File: src/rtl/mem_pkg.sv
// mem_pkg: shared types for the data-memory load path.
//   load_size_e  : BYTE/HALF/WORD encodings matching req_size
//   lsm_state_e  : requester FSM states
//   size_bytes() : load size -> number of bytes N (1/2/4)
//   to_size()    : raw req_size -> load_size_e (reserved 2'b11 becomes WORD)
package mem_pkg;

  typedef enum logic [1:0] {
    SZ_BYTE = 2'b00,
    SZ_HALF = 2'b01,
    SZ_WORD = 2'b10
  } load_size_e;

  typedef enum logic [1:0] {
    S_IDLE  = 2'b00,
    S_FETCH = 2'b01,
    S_DONE  = 2'b10
  } lsm_state_e;

  function automatic logic [2:0] size_bytes(input load_size_e sz);
    case (sz)
      SZ_BYTE: size_bytes = 3'd1;
      SZ_HALF: size_bytes = 3'd2;
      default: size_bytes = 3'd4;
    endcase
  endfunction

  function automatic load_size_e to_size(input logic [1:0] raw);
    case (raw)
      2'b00:   to_size = SZ_BYTE;
      2'b01:   to_size = SZ_HALF;
      default: to_size = SZ_WORD;
    endcase
  endfunction

endpackage

File: src/rtl/load_extend.sv
// load_extend: combinational size/sign extension of the assembled load bytes.
//   asm_data : little-endian assembled bytes (only the low N bytes are meaningful)
//   size     : load size (BYTE/HALF/WORD)
//   sgn      : 1 = sign-extend from bit 8*N-1, 0 = zero-extend
//   ext_data : 32-bit extended result
module load_extend
  import mem_pkg::*;
(
  input  logic [31:0] asm_data,
  input  load_size_e  size,
  input  logic        sgn,
  output logic [31:0] ext_data
);

  logic fill_b, fill_h;

  assign fill_b = sgn & asm_data[7];
  assign fill_h = sgn & asm_data[15];

  always_comb begin
    ext_data = asm_data;
    case (size)
      SZ_BYTE: ext_data = {{24{fill_b}}, asm_data[7:0]};
      SZ_HALF: ext_data = {{16{fill_h}}, asm_data[15:0]};
      default: ext_data = asm_data;
    endcase
  end

endmodule

File: src/rtl/data_load_requester.sv
// data_load_requester: initiator side of the byte-wide data memory.
// Accepts byte/half/word loads, walks sequential byte addresses toward the
// memory, stalls on mem_hit=0, and returns a little-endian, sign/zero
// extended 32-bit result as a one-cycle resp_valid pulse.
//
// Ports:
//   clk, reset                  : clock, async active-high reset
//   req_valid/req_ready         : load request handshake (ready only in IDLE)
//   req_addr/req_size/req_signed: first byte address, 00/01/10(11) size, sign
//   mem_req/mem_addr            : byte address toward memory (registered)
//   mem_hit/mem_data            : returned byte, valid when mem_hit=1
//   resp_valid/resp_data/resp_err: result pulse, data, misalignment error
//
// Build option: LOAD_MISALIGN_CHECK_EN -- when defined, misaligned half/word
// loads skip the memory and respond with resp_err=1, resp_data=0. Otherwise
// resp_err is tied low and misaligned loads run byte by byte.
module data_load_requester
  import mem_pkg::*;
#(
  parameter int ADDR_W = 32
) (
  input  logic              clk,
  input  logic              reset,
  input  logic              req_valid,
  output logic              req_ready,
  input  logic [ADDR_W-1:0] req_addr,
  input  logic [1:0]        req_size,
  input  logic              req_signed,
  output logic              mem_req,
  output logic [ADDR_W-1:0] mem_addr,
  input  logic              mem_hit,
  input  logic [7:0]        mem_data,
  output logic              resp_valid,
  output logic [31:0]       resp_data,
  output logic              resp_err
);

  lsm_state_e       state;
  load_size_e       size_q;
  logic             sgn_q;
  logic [1:0]       cnt;
  logic [3:0][7:0]  asm_q;
  logic [3:0][7:0]  asm_nxt;
  logic [1:0]       last_idx;
  logic [31:0]      ext_data;
  load_size_e       req_sz;

  assign req_ready = (state == S_IDLE);
  assign mem_req   = (state == S_FETCH);
  assign req_sz    = to_size(req_size);
  assign last_idx  = 2'(size_bytes(size_q) - 3'd1);

  // Assembly register with the current byte merged in, so the final byte
  // lands in resp_data on the same edge that moves the FSM to DONE.
  always_comb begin
    asm_nxt      = asm_q;
    asm_nxt[cnt] = mem_data;
  end

  load_extend u_ext (
    .asm_data (asm_nxt),
    .size     (size_q),
    .sgn      (sgn_q),
    .ext_data (ext_data)
  );

`ifdef LOAD_MISALIGN_CHECK_EN
  logic err_q;
  logic misaligned;

  assign misaligned = ((req_sz == SZ_HALF) && req_addr[0]) ||
                      ((req_sz == SZ_WORD) && (req_addr[1:0] != 2'b00));
  assign resp_err   = err_q;
`else
  assign resp_err   = 1'b0;
`endif

  always_ff @(posedge clk or posedge reset) begin
    if (reset) begin
      state      <= S_IDLE;
      size_q     <= SZ_BYTE;
      sgn_q      <= 1'b0;
      cnt        <= 2'd0;
      asm_q      <= '0;
      mem_addr   <= '0;
      resp_valid <= 1'b0;
      resp_data  <= 32'd0;
`ifdef LOAD_MISALIGN_CHECK_EN
      err_q      <= 1'b0;
`endif
    end else begin
      resp_valid <= 1'b0;
      case (state)
        S_IDLE: begin
          if (req_valid) begin
            size_q   <= req_sz;
            sgn_q    <= req_signed;
            mem_addr <= req_addr;
            cnt      <= 2'd0;
            asm_q    <= '0;
`ifdef LOAD_MISALIGN_CHECK_EN
            if (misaligned) begin
              state      <= S_DONE;
              resp_valid <= 1'b1;
              resp_data  <= 32'd0;
              err_q      <= 1'b1;
            end else begin
              state <= S_FETCH;
            end
`else
            state <= S_FETCH;
`endif
          end
        end
        S_FETCH: begin
          if (mem_hit) begin
            asm_q    <= asm_nxt;
            cnt      <= cnt + 2'd1;
            mem_addr <= mem_addr + ADDR_W'(1);
            if (cnt == last_idx) begin
              state      <= S_DONE;
              resp_valid <= 1'b1;
              resp_data  <= ext_data;
`ifdef LOAD_MISALIGN_CHECK_EN
              err_q      <= 1'b0;
`endif
            end
          end
        end
        S_DONE:  state <= S_IDLE;
        default: state <= S_IDLE;
      endcase
    end
  end

endmodule

File: config.mk
export PLATFORM = sky130hd
export DESIGN_NAME = data_load_requester
export DESIGN_NICKNAME = d
export VERILOG_FILES = /design/src/rtl/mem_pkg.sv /design/src/rtl/load_extend.sv /design/src/rtl/data_load_requester.sv
export SDC_FILE = /design/constraint.sdc
export NUM_CORES = 1
export LEC_CHECK = 0
export ABC_AREA = 1
export BUFFER_PORTS_ARGS = -buffer_cell sky130_fd_sc_hd__buf_2
export CAP_MARGIN = 20
export CORE_ASPECT_RATIO = 1.2
export CORE_MARGIN = 4
export CORE_UTILIZATION = 39
export CTS_CLUSTER_SIZE = 28
export DETAILED_ROUTE_END_ITERATION = 16
export GPL_TIMING_DRIVEN = 0
export SLEW_MARGIN = 20
export SYNTH_ARGS = -nofsm -noshare
export SYNTH_HDL_FRONTEND = slang
export SYNTH_SLANG_ARGS = --single-unit
File: constraint.sdc
create_clock -name clk -period 3.3 [get_ports clk]
set_input_delay 0.165 -clock clk [delete_from_list [all_inputs] [get_ports clk]]
set_output_delay 0.165 -clock clk [all_outputs]
set_load 0.05 [all_outputs]
== After elaboration in Yosys (flattened, before gate mapping) ==
Cells that the tools add are included.
W data, S select, Z words.
Operators by class
  add/subtract/negate cells: 3
  bitwise gates (word level): 2
  reductions and logical operators: 9
  muxes and demuxes: 22
  equal/unequal tests: 7
  magnitude comparators: 2
Operators with widths (number)
  $pmux W32 S2: 3
  $mux W32: 4
  $add A32 B1 Y32 const B: 1
  $bwmux W32: 1
  $demux W8 S2: 1
  $pmux W2 S2: 4
  $mux W2: 5
  $reduce_and A3 Y1: 3
  $mux W8: 1
  $eq A2 B1 Y1 const B: 3
  $logic_not A2 Y1: 3
  $ne A2 B1 Y1 const B: 2
  $lt A2 B3 Y1 const B: 1
  $mux W1: 3
  $add A2 B1 Y2 const B: 1
  $and A1 B1 Y1: 2
  $eq A2 B2 Y1: 1
  $ge A2 B1 Y1 const B: 1
  $ne A2 B2 Y1 const B: 1
  $reduce_and A2 Y1: 1
  $reduce_bool A2 Y1: 1
  $sub A2 B1 Y2 const B: 1
  $logic_and A1 B1 Y1: 1
Word-level totals
  input port bits: 47
  register bits after elaboration: 104
  logic and storage cells: 56

== Longest topological paths before layout ==
  depth after elaboration: 7
  gate-level depth with buffers: 10
  mapped depth without buffers: 10

== Modules after synthesis ==
A second synthesis with hierarchy kept.
Second synthesis, totals
  cell total of the unflattened synthesis: 865
  area total of the unflattened synthesis: 6148.4 µm²
Modules (own cells, without submodules)
  data_load_requester: seq. area each 2602.5 µm², times used 1, area each 5681.7 µm², cells each 793
  load_extend: seq. area each 0.0 µm², times used 1, area each 466.7 µm², cells each 72

== Least setup slack after synthesis ==
No wires, ideal clock.
  kind: reg-to-reg
  from: register state[1]
  to: register asm_q[24] (netlist name)
  setup time: 134 ps
  data arrival time: 1921 ps
  setup slack: 1245 ps
  cell stages (with the launch flop): 9
  period minus slack after synthesis: 2055 ps
  path through: dfrtp_1 -> nor2_1 -> nand2_2 -> inv_1 -> nor2_4 -> buf_2 -> buf_2 -> nand2_1 -> o21ai_0
Between the ends
  word-level cells in the longest chain between the ends: 3
  elaborated cells between the ends (all ways): 7
  classes of those cells: 3 x eq/ne; 1 x mux; 3 x reduce/logical
RTL lines
  start, declared: RTL line data_load_requester.sv:38  | lsm_state_e state;
  start signal, assigned: RTL line data_load_requester.sv:80  | state <= S_IDLE;
  start signal, assigned: RTL line data_load_requester.sv:111  | state <= S_FETCH;
  start signal, assigned: RTL line data_load_requester.sv:121  | state <= S_DONE;
  $logic_not A2 Y1 (*)
  via req_ready: RTL line data_load_requester.sv:25  | output logic req_ready,
  $ne A2 B2 Y1 (no line) / $reduce_bool A2 Y1 (equally long branches)
  $reduce_and A3 Y1 (no line)
  end signal, assigned: RTL line data_load_requester.sv:117  | asm_q <= asm_nxt;
  end, declared: RTL line data_load_requester.sv:42  | logic [3:0][7:0] asm_q;
The timed path passes the listed nets; every way through them passes the cells marked *.
A chain may end at the register's enable or synchronous reset.

== Final worst setup path ==
  from: register cnt[0]
  to: register resp_data[21]
Between the ends
  word-level cells in the longest chain between the ends: 7
  elaborated cells between the ends (all ways): 11
  classes of those cells: 2 x order compare; 1 x eq/ne; 4 x mux; 2 x bitwise; 2 x reduce/logical
RTL lines
  start, declared: RTL line data_load_requester.sv:41  | logic [1:0] cnt;
  start signal, assigned: RTL line data_load_requester.sv:118  | cnt <= cnt + 2'd1;
  $lt A2 B3 Y1 (implied by the code) / $ge A2 B1 Y1 (equally long branches): RTL line data_load_requester.sv:57  | asm_nxt[cnt] = mem_data;
  $logic_and A1 B1 Y1 (implied by the code): RTL line data_load_requester.sv:57
  $mux W8 (implied by the code): RTL line data_load_requester.sv:57
  $demux W8 S2: RTL line data_load_requester.sv:57
  $bwmux W32: RTL line data_load_requester.sv:57
  $and A1 B1 Y1 (on tied branches): RTL line load_extend.sv:18, load_extend.sv:17
  $pmux W32 S2: RTL line load_extend.sv:22  | case (size)
  end signal, assigned: RTL line data_load_requester.sv:123  | resp_data <= ext_data;
  end, declared: RTL line data_load_requester.sv:34  | output logic [31:0] resp_data,
Several ways; a longest one is shown, not always the timed one.

==> results.toml <==
[run_status]
outcome = "finished clean"

[setup_path]
cp_slowest_cell = "dfrtp_1"
crit_chain = "inv_1, ha_1, o21ai_1, nand3_2, nand2_1, buf_2, o21ai_0, nand2_1"
worstRegToRegCells = 8
path_max_fanout = 10
endpoint_kind = "flip-flop"
r2r_setup_slack_ns = 1.17
r2r_start = "cnt[0]$_DFFE_PP0P_"
crit_type = "reg2reg"
path_common_cell = "nand2_1"
cp.required_ns = 3.59
r2r-end = "resp_data[21]$_DFFE_PP0P_"
worstPathArrival_ns = 2.42
cpPeakStageDelay_ns = 0.48
startpoint_type = "flip-flop"

[global_routing]
gr-usage-met3 = 0.0311
use_met2 = 0.367
track_usage = 0.209
grt_max_degree = 62
antenna_found_initial = 0
use_met1 = 0.263
grt.busiest_layer = "met2"
grt_pass1_wl_um = 27900
grt_pass1_vias = 5396
grt.overflow.total = 0

[power_and_ir_drop]
power.leakage_uw = 0.00356
peakVddDrop_mv = 0.407
powerDensity_nw_per_um2 = 1150

[run]
max-cap-violations = 0

[yosys]
synth-main-ff-cell = "dfrtp_1"
syn_inst = 813
synth_common_cells = "nand2_1 (282), o21ai_0 (143), dfrtp_1 (104), inv_1 (71), nor2_1 (70)"
ys_warn_count = 0
synth-seq-area-share = 0.451
synth_area_leader_cell = "dfrtp_1"
synth_edf_count = 0
synth.most_common_cell = "nand2_1"
ys_ff_latch = 104
synth.area.top_cells = "dfrtp_1 (45%), nand2_1 (18%), o21ai_0 (12%)"
synth.avg_cell_area_um2 = 7.10
syn_area_um2 = 5770
synth_cell_types = 32
async_reset_ff_frac = 1.00
synth_nets = 865
yosys.area.top_type_share = 0.451

[die]
die_h_um = 141
std_cell_rows = 48
ios = 115
core_um2 = 14500
die_area_um2 = 16800
initial_utilization = 0.399
die_x_um = 119

[placed_design]
portBuffers = 113
dp_cells = 1127
dp_slack_ns = 1.21
gp_congestion = 0.896
hpwl_um = 12700

[drt]
num_vias = 5519
final_antenna_net_count = 0
wirelength_um = 17200
drc = 0
first_pass_iters = 5
routed_via_density = 4.83
post_drt_wl_per_cell_um = 15.1
drt_iter0_drc = 333

[sta]
period_needed_ns = 2.13
worst_pin_slew_ns = 0.643
hold_viol = 0
setup_viol = 0
worst_slack_ns = 1.17
fin_skew_ns = 0.00992
clock.fmax_ghz = 0.469
max-slew-margin-rel = 0.572
rsz0062_at_grt = "no"
slew_viol_final = 0
fin_crit_sh = 0.646
fin_setup_tns_ns = 0

[worst_hold_path]
hold_path_startpoint = "req_size[0]"
holdPathEnd = "size_q[0]$_DFFE_PP0P_"
worst_hold_path_type = "in2reg"
holdPathStages = 3

[layout]
drive_gt1_frac = 0.178
syn_to_final_growth_pct = 19.9
n_antenna_cell = 0
instances_no_fill = 1143
fin_nets = 991

[clock_network]
cts_tree = "built"
cts-root-buf = "clkbuf_16"
cts_buffers = 9
path_clk_slew_ns = 0.07
clock_latency_ns = 0.35
htreeDepth = 3
clock_path_buffers = 2
cts_sinks = 104
sequential cells by signal, summed over array words and instances (netlist names):
| name | flops |
|---|---|
| resp_data | 32 |
| sgn_q | 1 |
| asm_q | 32 |
| resp_valid | 1 |
| size_q | 2 |
| state | 2 |
| cnt | 2 |
| mem_addr | 32 |
cell usage in the layout (no fill, tap or decap), types with 5 or more instances in the layout:
cell,n
clkbuf_1,16
ha_1,5
nand3_1,41
o21ai_0,143
buf_2,124
nand2_1,282
o22ai_1,8
clkbuf_16,9
inv_1,70
dfrtp_1,104
a21oi_1,13
o21ai_1,8
nor2_1,70
metal layers:
layer,part of all wire,wire (um),vias up
li1,-,-,2839
met1,0.44,7550,2535
met2,0.50,8670,128
met3,0.041,710,17
met4,0.017,299,0
met5,0,0,-
critical path: cells and delay by family (launching register included):
kind	cells	cell delay, ns
AND/OR/NAND/NOR	3	0.55
AO/OA/AOI/OAI	2	0.38
buffers and inverters	2	0.37
adder cells (fa/ha/maj)	1	0.29
flip-flops	1	0.48
repair_timing:
item                      in CTS  in global routing
hold buffers                   1                  0
resized for setup              0                  0
setup buffers                  0                  0
hold endpoints to repair      43                  0
worst max-delay path by stage:
stage	endpoint	startpoint	cells past startpoint	slack, ns
4_1_cts	resp_data[21]$_DFFE_PP0P_	cnt[0]$_DFFE_PP0P_	8	1.19
2_1_floorplan	asm_q[0]$_DFFE_PP0P_	reset	1	0.40
6_report	resp_data[21]$_DFFE_PP0P_	cnt[0]$_DFFE_PP0P_	8	1.17
3_5_place_dp	resp_data[22]$_DFFE_PP0P_	cnt[0]$_DFFE_PP0P_	8	1.21
3_3_place_gp	resp_data[31]$_DFFE_PP0P_	reset	2	-0.96
5_1_grt	resp_data[21]$_DFFE_PP0P_	cnt[0]$_DFFE_PP0P_	8	0.97
logic make-up (layout without fill, tap and decap cells):
kind of cell / after synthesis / after routing / synth area share
AND/OR/NAND/NOR: 415 / 415 / 0.298
adder cells (fa/ha/maj): 5 / 5 / 0.0108
buffers and inverters: 112 / 242 / 0.0824
XOR/XNOR: 1 / 1 / 0.00282
flip-flops: 104 / 104 / 0.451
AO/OA/AOI/OAI: 175 / 175 / 0.155
other: 1 / 1 / 0.000650
cell type report:
class | count | area (um^2)
Buffer | 37 | 194
Clock buffer | 12 | 246
Clock inverter | 3 | 42.5
Fill cell | 1487 | 7560
Inverter | 75 | 287
Multi-Input combinational cell | 597 | 2690
Sequential cell | 104 | 2600
Tap cell | 200 | 250
Timing Repair Buffer | 115 | 603
through the flow:
step	power (uW)	util	area, um^2	hold slack (ns)
floorplan	5630	-	5770	0.275
finish	7930	0.478	6920	0.0313
detailed placement	6860	0.457	6620	0.220
CTS	7980	0.478	6920	0.0114
global placement	6820	0.455	6590	0.389
global route	8570	0.478	6920	0.0349
power breakdown:
part	internal (uW)	switching (uW)	total, uW
sequential	1840	471	2310
clock	605	482	1090
combinational	1140	3390	4530
total	3590	4340	7930
No activity file was read; power rests on OpenSTA's default activity.
